[config.mk]
export PLATFORM = sky130hd
export DESIGN_NAME = reg_file_sb
export DESIGN_NICKNAME = d
export VERILOG_FILES = /design/src/rtl/reg_file_pkg.sv /design/src/rtl/reg_file_sb_score.sv /design/src/rtl/reg_file_sb.sv
export SDC_FILE = /design/constraint.sdc
export NUM_CORES = 1
export LEC_CHECK = 0
export ABC_CLOCK_PERIOD_IN_PS = 10700
export CORE_ASPECT_RATIO = 0.9
export CORE_MARGIN = 5
export CORE_UTILIZATION = 52
export DETAILED_ROUTE_END_ITERATION = 6
export PLACE_DENSITY_LB_ADDON = 0.25
export SYNTH_ARGS = -nofsm -noshare
export SYNTH_HDL_FRONTEND = slang
export SYNTH_SLANG_ARGS = --single-unit
[constraint.sdc]
create_clock -name clk -period 10.7 [get_ports clk]
set_input_delay 2.14 -clock clk [delete_from_list [all_inputs] [get_ports clk]]
set_output_delay 2.14 -clock clk [all_outputs]
set_load 0.05 [all_outputs]
[src/rtl/reg_file_pkg.sv]
// Shared defaults and helpers for the scoreboarded register file.
package reg_file_pkg;

  localparam int DEF_DATA_W = 32;
  localparam int DEF_DEPTH  = 8;
  localparam int DEF_NUM_RD = 2;

  // Address width for n entries, never narrower than one bit.
  function automatic int clog2_min1(input int n);
    int r;
    r = 0;
    for (int k = 0; k < 32; k++) begin
      if ((1 << r) < n) r = r + 1;
    end
    return (r < 1) ? 1 : r;
  endfunction

endpackage

[src/rtl/reg_file_sb_score.sv]
// Scoreboard for the register file: per-register pending bits, reservation
// acceptance, flush handling and the registered pending count.
module reg_file_sb_score
  import reg_file_pkg::*;
#(
  parameter int DEPTH    = DEF_DEPTH,
  parameter int ZERO_REG = 0,
  localparam int ADDR_W  = clog2_min1(DEPTH)
) (
  input  logic              clk,
  input  logic              rst,
  input  logic              clk_en,
  input  logic              wr_en,
  input  logic [ADDR_W-1:0] wr_addr,
  input  logic              rsv_en,
  input  logic [ADDR_W-1:0] rsv_addr,
  input  logic              flush,
  output logic              rsv_ok,
  output logic [DEPTH-1:0]  busy,
  output logic [ADDR_W:0]   busy_cnt
);

  logic [DEPTH-1:0] busy_q, busy_d;
  logic [ADDR_W:0]  busy_cnt_q, busy_cnt_d;
  logic [ADDR_W:0]  cnt;
  logic             wr_valid, rsv_valid, rsv_zero;

  assign wr_valid  = (32'(wr_addr) < 32'(DEPTH));
  assign rsv_valid = (32'(rsv_addr) < 32'(DEPTH));
  assign rsv_zero  = (ZERO_REG != 0) && (rsv_addr == '0);

  // A hard-wired zero register is always accepted but never marked pending.
  assign rsv_ok = ~rst & rsv_en & clk_en & ~flush &
                  (rsv_zero | (rsv_valid & ~busy_q[rsv_addr]));

  always_comb begin
    busy_d = busy_q;
    if (clk_en) begin
      if (flush) begin
        busy_d = '0;
      end else begin
        // Clear before set so a same-cycle reserve makes the new producer win.
        if (wr_en && wr_valid) busy_d[wr_addr] = 1'b0;
        if (rsv_ok && !rsv_zero) busy_d[rsv_addr] = 1'b1;
      end
    end
    cnt = '0;
    for (int i = 0; i < DEPTH; i++) begin
      cnt = cnt + {{ADDR_W{1'b0}}, busy_d[i]};
    end
    busy_cnt_d = cnt;
  end

  always_ff @(posedge clk) begin
    if (rst) begin
      busy_q     <= '0;
      busy_cnt_q <= '0;
    end else begin
      busy_q     <= busy_d;
      busy_cnt_q <= busy_cnt_d;
    end
  end

  assign busy     = busy_q;
  assign busy_cnt = busy_cnt_q;

endmodule

[src/rtl/reg_file_sb.sv]
// Register file with reservation scoreboard and NUM_RD combinational read ports.
// Define REG_FILE_SB_BYPASS_EN to forward same-cycle write data to matching reads.
module reg_file_sb
  import reg_file_pkg::*;
#(
  parameter int DATA_W   = DEF_DATA_W,
  parameter int DEPTH    = DEF_DEPTH,
  parameter int NUM_RD   = DEF_NUM_RD,
  parameter int ZERO_REG = 0,
  localparam int ADDR_W  = clog2_min1(DEPTH)
) (
  input  logic                     clk,
  input  logic                     rst,
  input  logic                     clk_en,
  input  logic                     wr_en,
  input  logic [ADDR_W-1:0]        wr_addr,
  input  logic [DATA_W-1:0]        wr_data,
  input  logic                     rsv_en,
  input  logic [ADDR_W-1:0]        rsv_addr,
  output logic                     rsv_ok,
  input  logic                     flush,
  input  logic [NUM_RD*ADDR_W-1:0] rd_addr,
  output logic [NUM_RD*DATA_W-1:0] rd_data,
  output logic [NUM_RD-1:0]        rd_busy,
  output logic [ADDR_W:0]          busy_cnt
);

  logic [DATA_W-1:0] mem_q [DEPTH];
  logic [DATA_W-1:0] mem_d [DEPTH];
  logic [DEPTH-1:0]  busy;
  logic              wr_fire;

  reg_file_sb_score #(
    .DEPTH    (DEPTH),
    .ZERO_REG (ZERO_REG)
  ) u_score (
    .clk      (clk),
    .rst      (rst),
    .clk_en   (clk_en),
    .wr_en    (wr_en),
    .wr_addr  (wr_addr),
    .rsv_en   (rsv_en),
    .rsv_addr (rsv_addr),
    .flush    (flush),
    .rsv_ok   (rsv_ok),
    .busy     (busy),
    .busy_cnt (busy_cnt)
  );

  // Register 0 stays at its reset value of zero when hard-wired.
  assign wr_fire = clk_en & wr_en & (32'(wr_addr) < 32'(DEPTH)) &
                   ~((ZERO_REG != 0) && (wr_addr == '0));

  always_comb begin
    mem_d = mem_q;
    if (wr_fire) mem_d[wr_addr] = wr_data;
  end

  always_ff @(posedge clk) begin
    if (rst) begin
      for (int i = 0; i < DEPTH; i++) mem_q[i] <= '0;
    end else begin
      mem_q <= mem_d;
    end
  end

  genvar gi;
  generate
    for (gi = 0; gi < NUM_RD; gi++) begin : g_rd
      logic [ADDR_W-1:0] ra;
      logic              ra_valid;
      logic [DATA_W-1:0] stored_data;
      logic              stored_busy;

      assign ra          = rd_addr[gi*ADDR_W +: ADDR_W];
      assign ra_valid    = (32'(ra) < 32'(DEPTH));
      assign stored_data = ra_valid ? mem_q[ra] : '0;
      assign stored_busy = ra_valid & busy[ra];

`ifdef REG_FILE_SB_BYPASS_EN
      // wr_fire already excludes invalid and hard-wired-zero addresses.
      logic hit;
      assign hit = wr_fire && (ra == wr_addr);
      assign rd_data[gi*DATA_W +: DATA_W] = hit ? wr_data : stored_data;
      assign rd_busy[gi]                  = hit ? 1'b0 : stored_busy;
`else
      assign rd_data[gi*DATA_W +: DATA_W] = stored_data;
      assign rd_busy[gi]                  = stored_busy;
`endif
    end
  endgenerate

endmodule
# After elaboration in Yosys (flattened, before gate mapping)
# Index checks and enable logic that the tools add are counted.
[word_totals]
elab_cells = 69
output_inout_bits = 71
reg_bits = 268
[op_classes]
n_bitwise = 14
add_sub_neg = 7
mux = 25
magnitude_cmp = 10
reduce_logical = 3
[op_table]
columns = ["operator", "count"]
rows = [
  ["bitwise mux 256 bit", 1],
  ["binary-select mux 32 bit (select 3 bit)", 2],
  ["2-to-1 mux 32 bit", 5],
  ["demux 32 bit (select 3 bit)", 1],
  ["2-to-1 mux 8 bit", 6],
  ["adder 4 x 1 -> 4 bit", 6],
  ["< comparator 3 x 4 -> 1 bit, second input constant", 4],
  [">= comparator 4 bit, second input constant", 3],
  ["inverter 3 -> 4 bit", 3],
  ["binary-select mux 1 bit (select 3 bit)", 3],
  ["bitwise AND 8 bit", 1],
  ["inverter 8 bit", 1],
  ["OR 8 bit", 1],
  ["demux 1 bit (select 3 bit)", 2],
  [">= comparator 3 x 1 -> 1 bit, second input constant", 2],
  ["bitwise AND 1 bit", 5],
  ["2-to-1 mux 1 bit", 5],
  ["< comparator 4 x 1 -> 1 bit, second input constant", 1],
  ["logical AND 1 bit", 3],
  ["inverter 1 bit", 3],
  ["adder 1 x 1 -> 2 bit", 1],
]

# Longest topological paths before layout
[depth]
depth_word = 20
ltp_mapped = 15
mapped_depth_nobuf = 13

# Hierarchy
# Synthesis repeated with hierarchy kept, for this count alone.
[unflattened]
hier_cells = 1229
hier_area_um2 = 14730.4
[by_module_without_submodules]
columns = ["mod", "seq_area_each_um2", "instances", "area_each_um2", "cells_per_inst"]
rows = [
  ["reg_file_sb", 5124.9, 1, 13900.8, 1141],
  ["reg_file_sb_score", 240.2, 1, 829.5, 88],
]

# Least setup slack after synthesis
# Ideal clock, no wire load.
[synth_timing]
path_kind = "in2out"
startpoint = "input port rd_addr[0]"
endpoint = "output port rd_data[30]"
stages = 5
slack_ps = 5207
arrival_time_ps = 3353
required_time_ps = 8560
cell_sequence = "buf_6 > buf_6 > buf_2 > mux4_2 > mux2_2"
[synth_between]
elab_chain_cells = 4
[synth_lines]
columns = ["item", "line_no", "rtl"]
rows = [
  ["start: declaration", "reg_file_sb.sv:22", "input logic [NUM_RD*ADDR_W-1:0] rd_addr,"],
  ["inverter 3 -> 4 bit (not written as such)", "reg_file_sb.sv:77", "assign stored_data = ra_valid ? mem_q[ra] : '0;"],
  ["binary-select mux 32 bit (select 3 bit)", "reg_file_sb.sv:77", ""],
  ["2-to-1 mux 32 bit (not written as such) (2 in series)", "reg_file_sb.sv:77", ""],
  ["end: declaration", "reg_file_sb.sv:23", "output logic [NUM_RD*DATA_W-1:0] rd_data,"],
]
# Every way passes these cells. The select of a mux whose other input is x is not followed.

# Final worst setup path
[layout_timing]
startpoint = "input port rd_addr[0]"
endpoint = "output port rd_data[22]"
# The elaborated chain is that of the path after synthesis.

==> metrics.yaml <==
finalClockSkew_ns: 0.004097
yosysUniqueCellTypes: 41
p_total_w: 0.002327
drt_iter0_markers: 1291
cts_tree: "built"
drtPass1Iterations: 5
synth_area_per_cell_um2: 9.481
mostFrequentLayoutCells: "dfxtp_1, a21oi_1, nand3_1"
fmax_mhz: 142.0
ctsHtreeMaxLevel: 1
power_density_nw_per_um2: 142.1
clock_latency_ns: 0.54
synthCells: 1531
worstSetupStartpoint: "rd_addr[0]"
r2r-start: "u_score.busy[0]"
synth_ff_type: "dfxtp_1"
antenna_found_initial: 1
hp-class: "reg -> reg"
p_leak_nw: 5.202
hold_ws_ns: 0.4895
status: "completed"
async_flop_share_pct: 0
r2r_slack_ns: 7.26
timing.rr.end: "u_score.busy_cnt[1]"
crit_path_end_kind: "output port"
numClockSinks: 268
die_w_um: 186.1
cts_made_buffers: 28
ys_ff_latch: 268
synth-edff-count: 0
worst_pin_slew_ns: 1.184
vias: 12590
placed_cell_area_um2: 15350
placed_cells: 1813
cts_root_buf: "clkbuf_16"
drc: 0
drv_slew: 0
port_buffers: 120
netlist_area_um2: 14520
synthesis.nets: 1588
rsz0062_at_grt: "no"
core_area_um2: 27720
finalCritPeriodShare_pct: 65.81
rows: 58
period_minus_slack_ns: 7.042
drv_cap: 0
clk_pin_slew_worst_paths_ns: 0.06
layout-drive-gt1-share_pct: 19.00
final_cell_area_um2: 16380
cp.arrival_ns: 4.90
crit_fanout: 41
crit_path_start_kind: "primary input"
grt_usage_pct: 26.58
setup.worst_path.end: "rd_data[22]"
grt_max_degree: 96
postCtsSetupRepairBufs: 0
detail_route.wl_per_cell_um: 22.75
instances_no_fill: 1866
final_nets: 1540
ys_seq_area_share_pct: 36.96
yosys_warnings: 0
ioPinCount: 121
grt_overflow: 0
critPathKind: "in -> out"
cp_data_required_time_ns: 8.56
final_hold_viol_count: 0
place.gp.congestion: 0.7655
ctsLongestPathBuffers: 3
fp.dieH_um: 168.5
max_slew_margin_pct: 21.09
setup_violations: 0
grt_pass1_wl_mm: 68.31
reg2reg_depth: 11
fin_tns_setup_ns: 0
grt_pass1_vias: 12520
ctsHoldBuffers: 0
final_common_cell: "dfxtp_1"
vdd_drop_max_mv: 0.1189
start_util_pct: 52.36
dp_hpwl_mm: 22.28
die-area_um2: 31360
detail-route-antenna-nets: 0
viasPerCell: 6.745
area_growth_syn_to_layout_pct: 12.84
post_cts_resized: 0
totalWireLength_mm: 42.46
==> worst max-delay path, cell delays in order <==
cell and delay, ns:
buf_4 0.59, buf_4 0.54, mux4_2 0.57, mux2_2 0.30, clkdlybuf4s50_1 0.71
==> how the worst min path moves through the flow <==
stage | end | startpoint | slack (ns) | depth (start not counted)
2_1_floorplan | mem_q[32] | mem_q[32] | 0.46 | 2
3_3_place_gp | mem_q[46] | mem_q[46] | 0.47 | 2
3_5_place_dp | mem_q[147] | mem_q[147] | 0.48 | 2
4_1_cts | mem_q[147] | mem_q[147] | 0.49 | 2
5_1_grt | mem_q[35] | mem_q[35] | 0.51 | 2
6_report | mem_q[112] | mem_q[112] | 0.49 | 2
==> registers in the layout, indices dropped and copies added, names as in the netlist <==
register / flops
u_score.busy_cnt: 4
u_score.busy: 8
mem_q: 256
==> routing by layer <==
layer / share of wire, % / GRT usage [%] / vias up
met1: 42 / 37.67 / 6321
met5: 0 / 0 / -
met4: 1.2 / 5.385 / 0
li1: - / - / 5663
met2: 49 / 43.68 / 561
met3: 7.9 / 4.125 / 42
==> kinds of logic (layout without fill, tap and decap cells) <==
kind of cell	after synthesis	count (layout)	synth area share (%)
other cells	0	1	0
xor+xnor	1	1	0.06035
buf+inv	222	196	6.870
fa+ha+maj	7	7	0.8103
flops	268	268	36.96
mux	201	201	25.82
compound gates	536	536	18.74
simple gates	296	296	10.74
==> final cells by class <==
cell class | instances | area, um^2
multi-input combinational | 1041 | 8192
timing repair buffer | 138 | 1318
clock buffer | 39 | 853.3
fill | 2344 | 11340
antenna | 1 | 2.502
tap | 360 | 450.4
clock inverter | 13 | 175.2
sequential | 268 | 5365
inverter | 6 | 22.52
==> synth_stat cells (3+ instances only) <==
library cell,n,area [um^2]
clkbuf_1,126,473.0
o21ai_1,118,590.6
ha_1,3,37.54
nand3b_1,3,22.52
or4b_1,3,30.03
nor2_1,3,11.26
o21ai_0,140,700.7
buf_2,71,355.3
dfxtp_1,268,5365
nand3_1,257,1286
nand2_1,6,22.52
o211ai_1,5,37.54
buf_6,9,101.4
buf_1,8,30.03
inv_1,6,22.52
fa_1,4,80.08
and2_1,3,18.77
mux2_2,67,754.5
mux4_2,132,2973
a21oi_1,265,1326
or4_1,3,22.52
==> power breakdown <==
| part | internal (W) | switching (W) |
|---|---|---|
| sequential | 0.00101 | 0.00000870 |
| combinational | 0.0000751 | 0.000165 |
| clock | 0.000652 | 0.000416 |
| total | 0.00174 | 0.000590 |
==> stage by stage <==
stage / utilization (%) / setup slack, ns
final: 59.08 / 3.658
after global routing: 59.08 / 3.520
after CTS: 59.07 / 3.650
after detailed placement: 55.36 / 3.656
after global placement: 55.36 / 3.680
after floorplan: - / 5.207
Note: power is estimated with default switching activity, not from simulation.
